--- config.mk ---
export PLATFORM = sky130hd
export DESIGN_NAME = spi_master
export DESIGN_NICKNAME = d
export VERILOG_FILES = /design/src/rtl/spi_master.sv
export SDC_FILE = /design/constraint.sdc
export NUM_CORES = 1
export LEC_CHECK = 0
export BUFFER_PORTS_ARGS = -buffer_cell sky130_fd_sc_hd__buf_2
export CORE_MARGIN = 5
export CORE_UTILIZATION = 41
export DETAILED_ROUTE_END_ITERATION = 7
export PLACE_DENSITY = 0.61
export SYNTH_ARGS = -nofsm -noshare
export SYNTH_HDL_FRONTEND = slang
export SYNTH_SLANG_ARGS = --single-unit
--- constraint.sdc ---
create_clock -name clk -period 2 [get_ports clk]
set_input_delay 0.1 -clock clk [delete_from_list [all_inputs] [get_ports clk]]
set_output_delay 0.1 -clock clk [all_outputs]
set_load 0.1 [all_outputs]
--- src/rtl/spi_master.sv ---
// SPI mode-0 initiator: one byte per cs frame, MSB first, sck = clk/(2*CLK_DIV).
// Optional SPI_MASTER_BURST_EN lets a new byte chain onto the current cs frame.
module spi_master #(
    parameter int CLK_DIV = 2
) (
    input  logic       clk,
    input  logic       rst,
    input  logic [7:0] data_in,
    input  logic       data_in_valid,
    output logic       data_in_ready,
    output logic [7:0] data_out,
    output logic       data_out_valid,
    output logic       busy,
    output logic       sck,
    output logic       cs,
    output logic       mosi,
    input  logic       miso
);
    localparam int DW = $clog2(CLK_DIV) + 1;
    localparam logic [DW-1:0] DIV_LAST = DW'(CLK_DIV - 1);

    typedef enum logic [2:0] {IDLE, LEAD, HIGH, LOW, TRAIL, GAP} state_t;

    state_t        state, state_nx;
    logic [7:0]    tx, rx;
    logic [2:0]    bit_cnt;
    logic [DW-1:0] div_cnt;
    logic          armed;
    logic          phase_end;
    logic          accept;

    assign phase_end = (div_cnt == DIV_LAST);
    assign accept    = data_in_valid && data_in_ready;

    always_ff @(posedge clk) begin
        if (rst) state <= IDLE;
        else     state <= state_nx;
    end

    always_comb begin
        state_nx      = state;
        data_in_ready = 1'b0;
        case (state)
            IDLE: begin
                // armed keeps ready low for the first cycle out of reset
                data_in_ready = armed;
                if (data_in_valid && armed) state_nx = LEAD;
            end
            LEAD: if (phase_end) state_nx = HIGH;
            HIGH: begin
`ifdef SPI_MASTER_BURST_EN
                data_in_ready = phase_end && (bit_cnt == 3'd7);
`endif
                if (phase_end) begin
                    if (bit_cnt != 3'd7) state_nx = LOW;
                    else if (accept)     state_nx = LOW;
                    else                 state_nx = TRAIL;
                end
            end
            LOW:   if (phase_end) state_nx = HIGH;
            TRAIL: if (phase_end) state_nx = GAP;
            GAP:   if (phase_end) state_nx = IDLE;
            default: state_nx = IDLE;
        endcase
    end

    always_ff @(posedge clk) begin
        if (rst) begin
            tx             <= 8'h00;
            rx             <= 8'h00;
            bit_cnt        <= 3'd0;
            div_cnt        <= '0;
            armed          <= 1'b0;
            sck            <= 1'b0;
            cs             <= 1'b1;
            mosi           <= 1'b0;
            busy           <= 1'b0;
            data_out       <= 8'h00;
            data_out_valid <= 1'b0;
        end else begin
            armed          <= 1'b1;
            data_out_valid <= 1'b0;
            div_cnt        <= (state == IDLE || phase_end) ? '0 : div_cnt + DW'(1);
            case (state)
                IDLE: if (accept) begin
                    tx      <= data_in;
                    mosi    <= data_in[7];
                    cs      <= 1'b0;
                    busy    <= 1'b1;
                    bit_cnt <= 3'd0;
                end
                LEAD, LOW: if (phase_end) begin
                    sck <= 1'b1;
                    rx  <= {rx[6:0], miso};
                end
                HIGH: if (phase_end) begin
                    sck <= 1'b0;
                    if (bit_cnt != 3'd7) begin
                        tx      <= {tx[6:0], 1'b0};
                        mosi    <= tx[6];
                        bit_cnt <= bit_cnt + 3'd1;
                    end else if (accept) begin
                        // chained byte: reload without leaving the cs frame
                        tx             <= data_in;
                        mosi           <= data_in[7];
                        bit_cnt        <= 3'd0;
                        data_out       <= rx;
                        data_out_valid <= 1'b1;
                    end
                end
                TRAIL: if (phase_end) begin
                    cs             <= 1'b1;
                    data_out       <= rx;
                    data_out_valid <= 1'b1;
                end
                GAP: if (phase_end) busy <= 1'b0;
                default: ;
            endcase
        end
    end
endmodule

* Yosys cells after proc, flatten, opt, wreduce, memory -nomap -nowiden
Cells that the tools add are included.
** Storage, ports and cells
- Word-level logic and storage cells :: 86
- Output and inout port bits :: 14
- Flip-flop bits (word level) :: 38
** Operators by class
- Reductions and logical operators :: 18
- $add $sub $neg :: 2
- Muxes and demuxes :: 39
- Equality and inequality tests :: 15
** Operators by type and width (count)
- $mux W8 :: 7
- $pmux W8 S2 :: 2
- $mux W3 :: 10
- $pmux W3 S5 :: 1
- $ne A2 B2 Y1 const B :: 7
- $mux W1 :: 13
- $pmux W1 S2 :: 5
- $reduce_and A5 Y1 :: 2
- $reduce_bool A2 Y1 :: 5
- $reduce_and A3 Y1 :: 3
- $eq A3 B2 Y1 const B :: 2
- $eq A3 B3 Y1 const B :: 2
- $pmux W3 S2 :: 1
- $reduce_and A2 Y1 :: 2
- $reduce_or A2 Y1 :: 2
- $add A3 B1 Y3 const B :: 1
- $eq A3 B1 Y1 const B :: 1
- $logic_not A3 Y1 :: 1
- $ne A3 B3 Y1 const B :: 1
- $add A2 B1 Y2 const B :: 1
- $eq A2 B1 Y1 const B :: 1
- $logic_and A1 B1 Y1 :: 2
- $ne A2 B1 Y1 const B :: 1
- $logic_or A1 B1 Y1 :: 1

* Longest topological paths before layout
Gate-level depths: netlist (run 1).
- Depth in word-level cells :: 7
- Mapped depth :: 6

* Least setup slack after synthesis (run 1)
Ideal clock, no wire load.
- Kind :: register to register
- From :: register state[0]
- To :: register cs
- Slack :: 0.112 ns
- Required time :: 1.880 ns
- Setup time :: 0.120 ns
- Stages on the path, launching flop included :: 7
- Arrival :: 1.768 ns
- Cells stage by stage :: dfxtp_1 buf_6 or4b_4 buf_6 clkinv_2 nand2_2 a211o_1
** On the way
- Cells in the longest elaborated chain, start to end :: 5
- Elaborated cells on any way between the ends :: 9
** Ends and longest elaborated chain
- from (decl) :: line 24 : state_t state, state_nx;
- from (signal assigned) :: line 37 : else state <= state_nx;
- $logic_not A3 Y1 :: line 43 : case (state)
- $mux W1 :: line 43
- via data_in_ready :: line 10 : output logic data_in_ready,
- $logic_and A1 B1 Y1 :: line 33 : assign accept = data_in_valid && data_in_ready;
- $ne A2 B2 Y1 (no line)
- $reduce_and A3 Y1 (no line)
- to (signal assigned) :: line 75 : cs <= 1'b1;
- to (signal assigned) :: line 88 : cs <= 1'b0;
- to (signal assigned) :: line 112 : cs <= 1'b1;
- to (decl) :: line 15 : output logic cs,
The timed path passes the listed nets, and every way through them passes these cells.
A chain may end at the register's enable or synchronous reset.

* Worst setup path in the final report (run 1)
- From :: register bit_cnt[0]
- To :: register tx[1]
** On the way
- Cells in the longest elaborated chain, start to end :: 4
** Ends and longest elaborated chain
- from (decl) :: line 26 : logic [2:0] bit_cnt;
- from (signal assigned) :: line 101 : bit_cnt <= bit_cnt + 3'd1;
- $ne A3 B3 Y1 :: line 98 : if (bit_cnt != 3'd7) begin
- $mux W8 :: line 98
- $mux W8 :: line 96 : HIGH: if (phase_end) begin
- $pmux W8 S2 :: line 84 : case (state)
- to (signal assigned) :: line 86 : tx <= data_in;
- to (signal assigned) :: line 99 : tx <= {tx[6:0], 1'b0};
- to (signal assigned) :: line 104 : tx <= data_in;
- to (decl) :: line 25 : logic [7:0] tx, rx;
Every way passes these cells. The select of a mux whose other input is x is not followed.

==> flow_summary.toml, run 1 <==
[run]
maxCapViolCount = 0

[sta]
maxSlewViolCount = 0
fin_setup_tns_ns = 0
rsz0062_at_grt = "false"
finalCriticalPeriod_ns = 1.90
fmax_mhz = 526
maxSlewHeadroom_pct = 65.6
final_hold_viol_count = 0
fin_crit_sh_pct = 95.0
worst_slew_pin_slew_ns = 0.516
skew_ns = 0.00212
setup_violations = 0
worst_slack_ns = 0.0994

[clocking]
postCtsSetupBuffers = 0
numCtsBuffers = 5
clockRootBuffer = "clkbuf_8"
clk_latency_ns = 0.29
clk_pin_slew_ns = 0.07
cts_buffer_depth = 2
cts-htree-levels = 2
cts.sinks = 37
tritoncts = "yes"

[power_and_ir_drop]
p_sw_share_pct = 25.1
p_comb_share_pct = 10.5
p_leak_nw = 0.743
p_seq_share_pct = 51.8
netSwitchingPower_w = 0.000373
p_clk_share_pct = 37.7
intPower_w = 0.00112
p_total_w = 0.00149
peakVddDrop_mv = 0.409
p_per_area_nw_per_um2 = 833

[route]
drtIter0Drc = 70
vias = 1271
wl_um = 3200
wl_per_cell_um = 13.7
ant_nets = 0
detail_route.vias_per_cell = 5.45
drc = 0
drtPass1Iterations = 4

[logic_synthesis]
synth_xor_area_share_pct = 0
synthSimpleGateAreaFrac_pct = 15.6
async_flop_share_pct = 0
synth_compound_area_share_pct = 21.7
avgSynthCellArea_sq_um = 9.65
synth-seq-cells = 37
syn_inst = 157
ys.flop_type = "dfxtp_1"
synth_edf_count = 0
synth.area.mux_share_pct = 5.28
syn_nets = 172
synth_top_family_by_area = "compound AO/OA/AOI/OAI gates"
synth_cell_type_count = 38
synth_warnings = 0
yosysSeqAreaShare_pct = 48.9
netlist_area_sq_um = 1520
synthAdderAreaFrac_pct = 2.48

[worst_setup_path]
end_kind = "register"
crit_path_max_fanout = 8
required_ns = 2.23
cp.arrival_ns = 2.13
startpoint_type = "register"
crit_type = "register to register"

[global_route]
grt-ovfl-total = 0
grt_max_degree = 30
grtUsageTotal_pct = 13.7
antenna_found_initial = 0
grt_pass1_vias = 1208
grt_pass1_wl_um = 5500

[placed_design]
place_ws_ns = 0.122
portBuffers = 25
hpwl_um = 2220
place_inst = 225
globalplace.congestion = 0.782

[finish]
drive_gt1_share_pct = 27.6
fin_util_pct = 49.2
antennaDiodeCount = 0
finalNonFillerCells = 233
layout.nets = 199
area_growth_pct = 18.1

[die]
core-area_sq_um = 3630
ios = 26
rows = 22
die_x_um = 70.8
die_h_um = 70.8
start_util_pct = 41.7
dieArea_sq_um = 5010

[worst_hold_path]
hold_class = "input pin to register"

[status]
status = "finished, final reports clean"
==> critical path, stage by stage (launching register included) <==
cell     delay [ns]
dfxtp_1        0.32
ha_1           0.20
ha_1           0.19
or4b_1         0.61
o22ai_4        0.28
o221a_2        0.24
==> placed cells by master (no fill, tap or decap), types with 3 or more instances in the layout <==
master    instances
a21oi_1          14
inv_1             5
buf_4             7
nor2_1           12
ha_1              3
o31a_1            5
nand3_1           4
o221a_2           6
dfxtp_1          37
clkbuf_8          7
buf_2            24
nand2_1          21
mux2i_1           8
==> synth_stat cells (2+ instances only) <==
library cell	instances	area share, %
a211oi_1	2	0.99
a21oi_1	14	4.6
a31oi_1	2	0.83
buf_2	3	0.99
buf_6	2	1.5
clkbuf_1	6	1.5
clkinv_1	2	0.50
dfxtp_1	37	49
ha_1	3	2.5
inv_1	5	1.2
mux2i_1	8	5.3
nand2_1	21	5.2
nand3_1	4	1.3
nor2_1	12	3.0
o21ai_0	2	0.66
o221a_2	6	4.5
o221ai_1	2	1.2
o31a_1	5	2.9
o32ai_1	2	1.2
==> state kept, by name, indices dropped and copies added, names as in the netlist <==
signal,cells
div_cnt,2
tx,7
data_out_valid,1
cs,1
armed,1
mosi,1
data_out,8
state,3
busy,1
sck,1
bit_cnt,3
rx,8
==> power groups by stage <==
| stage | clock network (W) | logic, W | registers, W |
|---|---|---|---|
| floorplan | 0 | 0.0000956 | 0.000818 |
| global placement | 0 | 0.000152 | 0.000788 |
| detailed placement | 0 | 0.000155 | 0.000789 |
| CTS | 0.000591 | 0.000157 | 0.000772 |
| global route | 0.000621 | 0.000168 | 0.000774 |
| finish | 0.000562 | 0.000156 | 0.000772 |
==> cell families after synthesis <==
family,after synthesis
compound gates,43
flops,37
fa+ha+maj,3
mux,8
buf+inv,19
simple gates,47
==> worst paths after layout <==
check,from,endpoint,slack [ns],depth (start not counted)
max,bit_cnt[0],tx[1],0.1,5
min,miso,rx[0],0.05,3
max reg2reg,bit_cnt[0],tx[1],0.1,5
min reg2reg,div_cnt[0],div_cnt[0],0.43,1
==> stage by stage <==
| step | area (sq um) | hold slack, ns |
|---|---|---|
| after floorplan | 1520 | 0.244 |
| after global placement | 1690 | 0.334 |
| after detailed placement | 1690 | 0.345 |
| after CTS | 1790 | 0.0370 |
| after global routing | 1790 | 0.0701 |
| final | 1790 | 0.0484 |
==> what timing repair did <==
action,in CTS,in global routing
resized for setup,1,0
setup endpoints to repair,1,0
hold buffers,0,0
==> per-layer routing <==
| metal | part of all wire (%) | wire length, um | GRT usage [%] |
|---|---|---|---|
| met5 | 0 | 0 | 0 |
| met4 | 1.8 | 59 | 7.72 |
| met3 | 5.8 | 184 | 4.69 |
| met2 | 47 | 1510 | 21.1 |
| met1 | 45 | 1440 | 16.5 |
==> final cells by class <==
class	instances	area, sq um
repair buffers	31	173
multi-input cells	101	683
clock buffers	7	96.3
inverters	8	31.3
clock inverters	1	5.00
fillers	369	1840
well taps	48	60.1
flip-flops and latches	37	741
Power figures use the tool's default switching activity.
==> inputs of run 2 (changes only) <==
--- a/config.mk
+++ b/config.mk
@@ -6,6 +6,7 @@
 export NUM_CORES = 1
 export LEC_CHECK = 0
 export BUFFER_PORTS_ARGS = -buffer_cell sky130_fd_sc_hd__buf_2
+export CORE_ASPECT_RATIO = 0.9
 export CORE_MARGIN = 5
 export CORE_UTILIZATION = 41
 export DETAILED_ROUTE_END_ITERATION = 7
==> run 2 against run 1 <==
Clock-buffer cell count is 1 lower. Sequential share of layout area is 0.82 points lower. Cell area is 2.0% higher. Clock skew is 0.0022 ns higher. Critical path depth stayed put. Critical path type unchanged. Via count is 2.8% lower.
==> flow_summary.toml, run 2 (synthesis gave the netlist of run 1 again) <==
[die]
die_x_um = 74.1
rows = 21
core-area_sq_um = 3650
ios = 26
start_util_pct = 41.5
dieArea_sq_um = 5010
die_h_um = 67.7

[route]
drc = 0
vias = 1235
wl_per_cell_um = 14.2
ant_nets = 0
drtIter0Drc = 60
detail_route.vias_per_cell = 5.32
wl_um = 3300
drtPass1Iterations = 4

[clocking]
clk_latency_ns = 0.28
cts-htree-levels = 2
postCtsSetupBuffers = 0
tritoncts = "yes"
cts.sinks = 37
clk_pin_slew_ns = 0.07
numCtsBuffers = 5
cts_buffer_depth = 2
cts_resized = 0
cts.hold.buffers_added = 0
clockRootBuffer = "clkbuf_8"

[finish]
finalNonFillerCells = 232
layout.nets = 200
antennaDiodeCount = 0
final_common_cell = "dfxtp_1"
nFillCells = 349
final_cell_mix = "dfxtp_1, buf_2, nand2_1"
area_growth_pct = 20.5
reg_top3 = "data_out (8), rx (8), tx (7)"
drive_gt1_share_pct = 28.0
fin_util_pct = 50.0

[worst_setup_path]
crit_path_max_fanout = 8
end_kind = "register"
startpoint_type = "register"
required_ns = 2.23
cp.arrival_ns = 2.14
crit_type = "register to register"

[power_and_ir_drop]
p_leak_nw = 0.756
p_per_area_nw_per_um2 = 874
p_total_w = 0.00160
peakVddDrop_mv = 0.462

[sta]
fmax_mhz = 524
fin_crit_sh_pct = 95.5
worst_slew_pin_slew_ns = 0.519
holdWs_ns = 0.0558
maxSlewViolCount = 0
skew_ns = 0.00434
maxSlewHeadroom_pct = 64.9
setup_violations = 0
fin_setup_tns_ns = 0
rsz0062_at_grt = "false"
finalCriticalPeriod_ns = 1.91
final_hold_viol_count = 0

[global_route]
antenna_found_initial = 0
grt_max_degree = 29
grt_pass1_vias = 1229
grtUsageTotal_pct = 14.4
grt-ovfl-total = 0
grt_pass1_wl_um = 5510

[placed_design]
portBuffers = 25
place_inst = 224
hpwl_um = 2340
globalplace.congestion = 0.813

[status]
status = "finished, final reports clean"

[run]
maxCapViolCount = 0

[worst_hold_path]
hold_class = "input pin to register"
-- run 2: power by group --
group | switching (W) | leakage (nW) | internal [W] | total [W]
logic | 0.000110 | 0.399 | 0.0000546 | 0.000164
registers | 0.0000143 | 0.300 | 0.000757 | 0.000771
clock network | 0.000255 | 0.0574 | 0.000405 | 0.000660
-- run 2: routing by layer --
layer	track usage (%)	part of all wire (%)	wire (um)	up-vias
met5	0	0	0	-
met4	4.07	0.64	21	0
met3	4.91	5.9	195	4
met2	24.6	50	1650	29
met1	17.0	43	1430	581
li1	-	-	-	621
-- run 2: critical path: stages, from the launching register on --
cell and delay (ns):
dfxtp_1 0.33, ha_1 0.20, ha_1 0.20, or4b_1 0.60, o22ai_4 0.27, o221a_2 0.24
-- run 2: per-stage QoR --
stage / setup WS [ns] / cell area [sq um]
after floorplan: 0.112 / 1520
after global placement: 0.183 / 1710
after detailed placement: 0.112 / 1710
after CTS: 0.0823 / 1830
after global routing: 0.0131 / 1830
final: 0.0909 / 1830
-- run 2: worst paths after layout --
check / start / endpoint / slack [ns] / cells past startpoint
hold / removal: miso / rx[0] / 0.06 / 3
setup / recovery: bit_cnt[0] / mosi / 0.09 / 5
setup reg to reg: bit_cnt[0] / mosi / 0.09 / 5
hold reg to reg: div_cnt[0] / div_cnt[0] / 0.44 / 1
-- run 2: final cells by class --
class,count,area (sq um),share of cell area [%]
clock buffer,6,82.6,4.52
inverter,8,31.3,1.71
timing repair buffer,32,193,10.6
multi-input combinational,101,683,37.4
clock inverter,2,37.5,2.06
tap,46,57.6,3.15
sequential,37,741,40.6
==> inputs of run 3 (changes only) <==
--- a/config.mk
+++ b/config.mk
@@ -8,9 +8,9 @@
 export BUFFER_PORTS_ARGS = -buffer_cell sky130_fd_sc_hd__buf_2
 export CORE_ASPECT_RATIO = 0.9
 export CORE_MARGIN = 5
-export CORE_UTILIZATION = 41
+export CORE_UTILIZATION = 51
 export DETAILED_ROUTE_END_ITERATION = 7
-export PLACE_DENSITY = 0.61
+export PLACE_DENSITY = 0.74
 export SYNTH_ARGS = -nofsm -noshare
 export SYNTH_HDL_FRONTEND = slang
 export SYNTH_SLANG_ARGS = --single-unit
==> run 3 against run 2 <==
Die area shrank 17%. Wire length shrank 7.8%. Hold slack worse by 0.016 ns. Sequential share of layout area is 1.7 points higher. Final cell count down 3.0%.
==> flow_summary.toml, run 3 (synthesis gave the netlist of run 1 again) <==
[status]
status = "finished, final reports clean"

[worst_setup_path]
slowest_delay_ns = 0.67
startpoint_type = "register"
regToRegSetupSlack_ns = 0.10
critPathSlowestCell = "or4b_4"
end_kind = "output pin"
crit_path_max_fanout = 12
required_ns = 1.90
crit_chain = "or4b_4 > clkinv_2 > buf_4"
cp.arrival_ns = 1.80
crit_type = "register to output pin"

[finish]
multi_input_area_sq_um = 683
reg_top3 = "data_out (8), rx (8), tx (7)"
drive_gt1_share_pct = 27.0
final_cell_mix = "dfxtp_1, buf_2, nand2_1"
layout.nets = 199
antennaDiodeCount = 0
seq_area_sq_um = 741
area_growth_pct = 15.5
finalNonFillerCells = 225
nFillCells = 281
final_common_cell = "dfxtp_1"

[power_and_ir_drop]
peakVddDrop_mv = 0.492
p_clk_share_pct = 32.0
p_leak_nw = 0.730
p_per_area_nw_per_um2 = 780
netSwitchingPower_w = 0.000355
p_seq_share_pct = 56.5
intPower_w = 0.00101
p_sw_share_pct = 26.0
p_comb_share_pct = 11.4

[worst_hold_path]
hold_class = "input pin to register"

[global_route]
grt_pass1_wl_um = 4990
grt_pass1_vias = 1169
grt_max_degree = 30
grtUsageTotal_pct = 16.0
grt-ovfl-total = 0
antenna_found_initial = 0

[clocking]
tritoncts = "yes"
cts.sinks = 37
cts-htree-levels = 2
clk_latency_ns = 0.33
cts_buffer_depth = 2
postCtsSetupBuffers = 0
numCtsBuffers = 5
clk_pin_slew_ns = 0.10
clockRootBuffer = "clkbuf_4"

[sta]
rsz0062_at_grt = "false"
finalCriticalPeriod_ns = 1.90
fin_setup_tns_ns = 0
final_hold_viol_count = 0
fin_crit_sh_pct = 95.0
maxSlewViolCount = 0
worst_slew_pin_slew_ns = 0.496
maxSlewHeadroom_pct = 66.9
skew_ns = 0.00514
setup_violations = 0
fmax_mhz = 526

[placed_design]
globalplace.congestion = 0.757
place_inst = 216
portBuffers = 25
hpwl_um = 2220

[run]
maxCapViolCount = 0

[die]
die_x_um = 67.5
die_h_um = 61.7
start_util_pct = 54.3
dieArea_sq_um = 4160
core-area_sq_um = 2790
rows = 18
ios = 26

[route]
ant_nets = 0
vias = 1239
drtIter0Drc = 65
wl_um = 3040
drc = 0
wl_per_cell_um = 13.5
detail_route.vias_per_cell = 5.51
drtPass1Iterations = 5
-- run 3: timing repair --
| item | in CTS | in global routing |
|---|---|---|
| pin swaps | 0 | 1 |
| setup endpoints to repair | 1 | 2 |
| hold endpoints to repair | 1 | 0 |
| hold buffers | 1 | 0 |
| resized for setup | 1 | 0 |
-- run 3: final cells by class --
class | instances | share of cell area (%)
Clock buffer | 7 | 3.72
Clock inverter | 1 | 0.286
Inverter | 8 | 1.79
Multi-Input combinational cell | 101 | 39.0
Sequential cell | 37 | 42.3
Tap cell | 40 | 2.86
Timing Repair Buffer | 31 | 10.0
-- run 3: per-layer routing --
layer | wire length, um | global-route usage, %
met1 | 1430 | 18.5
met2 | 1430 | 26.9
met3 | 114 | 4.86
met4 | 64 | 8.38
met5 | 0 | 0
-- run 3: path summary, 6_finish.rpt --
check,depth (start not counted),startpoint,end
min,3,data_in[0],tx[0]
min reg2reg,1,div_cnt[0],div_cnt[0]
max reg2reg,5,bit_cnt[0],tx[3]
max,3,state[1],data_in_ready
-- run 3: through the flow --
step / util, % / total power (W) / area (sq um) / setup slack (ns) / hold slack (ns)
after floorplan: - / 0.000913 / 1520 / 0.112 / 0.244
after global placement: 59.7 / 0.000938 / 1670 / 0.186 / 0.338
after detailed placement: 59.7 / 0.000942 / 1670 / 0.103 / 0.358
after CTS: 62.7 / 0.00138 / 1750 / 0.0758 / 0.0267
after global routing: 62.7 / 0.00143 / 1750 / 0.0176 / 0.0429
final: 62.7 / 0.00137 / 1750 / 0.100 / 0.0398
-- run 3: worst max-delay path: cells and delay by family, from the launching register on --
family | cells | cell delay, ns
buffers and inverters | 2 | 0.39
DFF | 1 | 0.42
and+or+nand+nor | 1 | 0.67
-- run 3: power by group through the flow --
stage | Clock, W | Combinational (W) | Sequential, W
6_report | 0.000437 | 0.000156 | 0.000772
3_5_place_dp | 0 | 0.000153 | 0.000788
5_1_grt | 0.000484 | 0.000166 | 0.000775
3_3_place_gp | 0 | 0.000151 | 0.000788
2_1_floorplan | 0 | 0.0000956 | 0.000818
4_1_cts | 0.000455 | 0.000156 | 0.000772
